**src/rtl/uart_tx_engine.sv**
```systemverilog
// UART transmit path: TX FIFO plus LCR-formatted serialiser; start bit one cycle after a push is visible.
// Pushes into a full FIFO are dropped; a stalled tx_enable freezes the frame in place.
module uart_tx_engine #(
    parameter int DEPTH         = 16,
    parameter int TICKS_PER_BIT = 16
) (
    input  logic       PCLK,
    input  logic       PRESETn,
    input  logic       tx_fifo_we,
    input  logic [7:0] PWDATA,
    input  logic       tx_fifo_clr,
    input  logic       tx_enable,
    input  logic [7:0] LCR,
    output logic [4:0] tx_fifo_count,
    output logic       tx_fifo_empty,
    output logic       tx_fifo_full,
    output logic       tx_busy,
    output logic       TXD
);
    localparam int         AW        = (DEPTH > 1) ? $clog2(DEPTH) : 1;
    localparam logic [4:0] DEPTH_W   = 5'(DEPTH);
    localparam logic [3:0] LAST_TICK = 4'(TICKS_PER_BIT - 1);

    typedef enum logic [2:0] {IDLE, START, DATA, PARITY, STOP} state_t;

    state_t        state;
    logic [7:0]    mem [DEPTH];
    logic [AW-1:0] rd_ptr, wr_ptr;
    logic [3:0]    tick_cnt;
    logic [2:0]    bit_cnt;
    logic [7:0]    shift;
    logic [3:0]    lcr_l;
    logic          par_bit, stop2, line;

    logic          bit_end, last_stop, pop, push_ok, head_par;
    logic [7:0]    head, head_mask;
    logic [4:0]    count_nxt;
    logic          unused_lcr7;

    assign unused_lcr7 = LCR[7];

    function automatic logic drv(input logic brk, input logic v);
        return brk ? 1'b0 : v;
    endfunction

    always_comb begin
        bit_end   = tx_enable && (tick_cnt == LAST_TICK);
        last_stop = !lcr_l[2] || stop2;
        pop       = (tx_fifo_count != 5'd0) &&
                    ((state == IDLE) || (state == STOP && bit_end && last_stop));
        push_ok   = tx_fifo_we && !tx_fifo_full;
        head      = mem[rd_ptr];
        case (LCR[1:0])
            2'd0:    head_mask = 8'h1F;
            2'd1:    head_mask = 8'h3F;
            2'd2:    head_mask = 8'h7F;
            default: head_mask = 8'hFF;
        endcase
        // Parity is resolved at the pop so only the latched frame settings matter later.
        if (LCR[5])
            head_par = ~LCR[4];
        else if (LCR[4])
            head_par = ^(head & head_mask);
        else
            head_par = ~^(head & head_mask);
        if (tx_fifo_clr)
            count_nxt = 5'd0;
        else
            count_nxt = tx_fifo_count + {4'd0, push_ok} - {4'd0, pop};
    end

    always_ff @(posedge PCLK) begin
        if (push_ok && !tx_fifo_clr)
            mem[wr_ptr] <= PWDATA;
    end

    always_ff @(posedge PCLK or negedge PRESETn) begin
        if (!PRESETn) begin
            rd_ptr        <= '0;
            wr_ptr        <= '0;
            tx_fifo_count <= 5'd0;
            tx_fifo_empty <= 1'b1;
            tx_fifo_full  <= 1'b0;
        end else begin
            if (tx_fifo_clr) begin
                rd_ptr <= '0;
                wr_ptr <= '0;
            end else begin
                if (push_ok) wr_ptr <= wr_ptr + AW'(1);
                if (pop)     rd_ptr <= rd_ptr + AW'(1);
            end
            tx_fifo_count <= count_nxt;
            tx_fifo_empty <= (count_nxt == 5'd0);
            tx_fifo_full  <= (count_nxt == DEPTH_W);
        end
    end

    always_ff @(posedge PCLK or negedge PRESETn) begin
        if (!PRESETn) begin
            state    <= IDLE;
            tick_cnt <= 4'd0;
            bit_cnt  <= 3'd0;
            shift    <= 8'd0;
            lcr_l    <= 4'd0;
            par_bit  <= 1'b0;
            stop2    <= 1'b0;
            line     <= 1'b1;
            TXD      <= 1'b1;
            tx_busy  <= 1'b0;
        end else begin
            // Break overrides the line level without disturbing the frame underneath.
            TXD <= drv(LCR[6], line);
            if (pop) begin
                state    <= START;
                shift    <= head;
                lcr_l    <= LCR[3:0];
                par_bit  <= head_par;
                tick_cnt <= 4'd0;
                bit_cnt  <= 3'd0;
                stop2    <= 1'b0;
                line     <= 1'b0;
                TXD      <= 1'b0;
                tx_busy  <= 1'b1;
            end else if (state != IDLE && tx_enable) begin
                if (!bit_end) begin
                    tick_cnt <= tick_cnt + 4'd1;
                end else begin
                    tick_cnt <= 4'd0;
                    case (state)
                        START: begin
                            state <= DATA;
                            line  <= shift[0];
                            TXD   <= drv(LCR[6], shift[0]);
                        end
                        DATA: begin
                            if (bit_cnt == {1'b0, lcr_l[1:0]} + 3'd4) begin
                                if (lcr_l[3]) begin
                                    state <= PARITY;
                                    line  <= par_bit;
                                    TXD   <= drv(LCR[6], par_bit);
                                end else begin
                                    state <= STOP;
                                    line  <= 1'b1;
                                    TXD   <= drv(LCR[6], 1'b1);
                                end
                            end else begin
                                shift   <= {1'b0, shift[7:1]};
                                bit_cnt <= bit_cnt + 3'd1;
                                line    <= shift[1];
                                TXD     <= drv(LCR[6], shift[1]);
                            end
                        end
                        PARITY: begin
                            state <= STOP;
                            line  <= 1'b1;
                            TXD   <= drv(LCR[6], 1'b1);
                        end
                        STOP: begin
                            if (!last_stop) begin
                                stop2 <= 1'b1;
                            end else begin
                                state   <= IDLE;
                                tx_busy <= 1'b0;
                            end
                        end
                        default: state <= IDLE;
                    endcase
                end
            end
        end
    end
endmodule

```
**config.mk**
```make
export PLATFORM = sky130hd
export DESIGN_NAME = uart_tx_engine
export DESIGN_NICKNAME = d
export VERILOG_FILES = /design/src/rtl/uart_tx_engine.sv
export SDC_FILE = /design/constraint.sdc
export NUM_CORES = 1
export LEC_CHECK = 0
export ABC_AREA = 1
export BUFFER_PORTS_ARGS = -buffer_cell sky130_fd_sc_hd__clkbuf_2
export CAP_MARGIN = 25
export CORE_MARGIN = 1
export CORE_UTILIZATION = 35
export CTS_CLUSTER_SIZE = 14
export DETAILED_ROUTE_END_ITERATION = 12
export GPL_TIMING_DRIVEN = 0
export PLACE_DENSITY = 0.49
export SYNTH_ARGS = -nofsm -noshare
export SYNTH_HDL_FRONTEND = slang
export SYNTH_SLANG_ARGS = --single-unit
```
**constraint.sdc**
```tcl
create_clock -name PCLK -period 8.75 [get_ports PCLK]
set_input_delay 2.1875 -clock PCLK [delete_from_list [all_inputs] [get_ports PCLK]]
set_output_delay 2.1875 -clock PCLK [all_outputs]
set_load 0.02 [all_outputs]
```
==> flow_summary.ini <==
[logic_synthesis]
ys_top_cells_by_area = edfxtp_1 49%, dfrtp_1 12%, nand2_1 10%, nand3_1 4.5%, inv_1 4.2%
avgSynthCellArea_um2 = 9.90
netlist_instances = 790
yosys_register_bits = 170
synth_top_area_share_pct = 49.1
synth_fp_nets = 824
synth_area_um2 = 7820
ys_seq_area_share_pct = 62.6
ys.warnings.count = 0
yosysUniqueCellTypes = 42
yosysTopAreaCell = edfxtp_1

[die]
core_area_um2 = 21900
die_h_um = 152
dieArea_um2 = 23000
rows = 54
io_pins = 30
die_width_um = 152
start_util_pct = 35.7

[critical_path]
cp.buffers_inverters = 4
critPathLaunchType = input pin
crit_path_end_kind = flip-flop
reg2reg_from = tick_cnt[0]
cp_max_fo = 10
regToRegSetupSlack_ps = 5310
crit_required_ps = 9110
timing.rr.end = tx_fifo_full
crit_path_max_incr_delay_ps = 550
worstRegToRegCells = 17
critPathTopFamily = simple AND/OR/NAND/NOR gates
arrival_ps = 5040
cp_slowest_cell = or4_1
path_class = input pin to flip-flop
crit_chain = clkbuf_2, nand2_1, nor2_1, nand3_1, nand2_1, nand2_2, clkbuf_1, nor2_1, inv_1, nand2_1, ha_1, inv_1, fa_1, o21ai_0, a21oi_1, or4_1, nor2_1

[sta]
tightest_slew_ps = 944
timing.setup.tns_ps = 0
maxSlewHeadroom_pct = 36.6
hold_violations = 0
max_freq_mhz = 214
timing.final.crit_period_ps = 4680
rsz0062_at_grt = false
skew_ps = 12.8
maxSlewViolCount = 0
layout_setup_ws_ps = 4070
fin_crit_sh_pct = 53.5
final-setup-viol-count = 0

[clock_network]
holdBufCountCts = 0
cts_buffers = 17
clk_pin_slew_ps = 70
cts_tree = built
clockBufferDepth = 2
cts_setup_buffers = 0
worstSkewPairLatency_ps = 430
cts_resized = 0
cts_sinks = 170
cts_root_buf = clkbuf_16
cts_max_level = 4

[finish]
antenna-diode-count = 0
ff_latch_area_um2 = 4900
num-nets-final = 882
multiInputGateArea_um2 = 2350
layout_common_cells = 216 x nand2_1, 128 x edfxtp_1, 88 x inv_1
layout_commonest_cell = nand2_1
final_core_util_pct = 41.2
drive_above_1_share_pct = 14.5
syn2layout_area_growth_pct = 15.2
fillerInstances = 2207

[worst_hold_path]
min_to = tx_busy
hold_depth = 2
min_path_type = flip-flop to flip-flop
hold_path_startpoint = tx_busy

[pwr]
power.leakage_nw = 3.81
ir_drop_mv = 0.108
powerDensity_nw_per_um2 = 283

[place]
gp_congestion = 0.866
dp_slack_ps = 3650
io_buffers = 28
hpwl_um = 14300

[route]
drtAntennaViolNets = 0
num_vias = 5482
vias_per_cell = 4.81
first_iter_violations = 395
wl_um = 21000
routedWlPerCell_um = 18.4
drc = 0
first_pass_iters = 5

[run]
drv_cap = 0

[grt]
grt_pass1_vias = 5165
grt_max_degree = 23
grt_pass1_wl_um = 32100
grt_usage_pct = 19.7
antenna_found_initial = 0
grt_overflow = 0

[run_status]
outcome = complete, no violations
==> report_power, final <==
| group | switching [mW] | total, mW | internal [mW] |
|---|---|---|---|
| Clock | 0.350 | 0.724 | 0.375 |
| Combinational | 0.553 | 0.825 | 0.272 |
| Sequential | 0.0474 | 1.00 | 0.953 |
==> cell families (layout without fill, tap and decap cells) <==
logic type / Yosys count / in the layout / share of synthesized area [%]
xor+xnor: 3 / 3 / 0.336
fa+ha+maj: 13 / 13 / 2.18
buf+inv: 127 / 197 / 7.81
compound gates: 90 / 90 / 6.38
flops: 170 / 170 / 62.6
simple gates: 387 / 387 / 20.7
==> metrics by stage <==
| step | hold WS [ps] | cell area (µm²) | instances | power (mW) |
|---|---|---|---|---|
| 6_report | 475 | 9010 | 1140 | 2.55 |
| 3_5_place_dp | 460 | 8450 | 1108 | 1.84 |
| 5_1_grt | 525 | 9010 | 1140 | 2.71 |
| 4_1_cts | 478 | 9010 | 1139 | 2.56 |
| 3_3_place_gp | 459 | 8310 | 1098 | 1.84 |
| 2_1_floorplan | 444 | 7820 | 790 | 1.58 |
==> registers in the layout, summed over array words and instances (netlist names) <==
signal and cells:
mem 128, bit_cnt 3, TXD 1, tx_busy 1, par_bit 1, stop2 1
state 3, tx_fifo_full 1, tick_cnt 4, wr_ptr 4, line 1, tx_fifo_count 5
shift 8, rd_ptr 4, lcr_l 4, tx_fifo_empty 1
==> worst reg2reg max path, cell delays in order (launching register included) <==
cell      delay [ps]
dfrtp_1          400
ha_1             180
nand2_1           70
nor2_1           190
nand3_1           90
nand2_1          110
nand2_2          120
clkbuf_1         300
nor2_1           250
inv_1             90
nand2_1           70
ha_1             160
inv_1             50
fa_1             390
o21ai_0          180
a21oi_1           70
or4_1            550
nor2_1           110
==> Yosys cell counts, drive strengths merged <==
cell type  number
buf            27
xnor2           1
nor4            2
a31oi           2
nand3b          2
dfstp           3
clkinv          2
clkbuf          4
a211oi          1
a21oi          19
dfrtp          39
ha             12
nand4           1
nor2           71
o21ai          53
nand3          71
or4             1
or2             2
o21a            2
edfxtp        128
fa              1
xor2            2
a22o            1
nand2         223
o211ai         10
inv            94
nor3           14
o31ai           1
a21boi          1
==> per-layer routing <==
metal  GRT usage [%]  vias to the layer above  wire length [µm]
met5               0                        -                 0
met4            6.19                        0               397
met3            3.08                       26               854
met2            30.9                      109              9720
met1            27.8                     2631              9980
li1                -                     2716                 -
==> cell type report <==
cell class                 count  share of cell area [%]
buffer                        31                    2.75
clock buffer                  17                    4.72
clock inverter                14                    1.42
inverter                      96                    4.03
multi-input combinational    493                    26.1
sequential                   170                    54.3
tap                          280                    3.89
timing repair buffer          39                    2.80
==> how the worst max path moves through the flow <==
stage | start | to | cells after the start
final | tx_enable | tx_fifo_full | 17
after detailed placement | tx_enable | tx_fifo_empty | 17
after floorplan | tx_enable | tx_fifo_empty | 16
after CTS | tx_enable | tx_fifo_empty | 17
after global placement | tx_fifo_we | mem[6][6] | 7
after global routing | tx_enable | tx_fifo_empty | 17
Note: power is estimated with default switching activity, not from simulation.
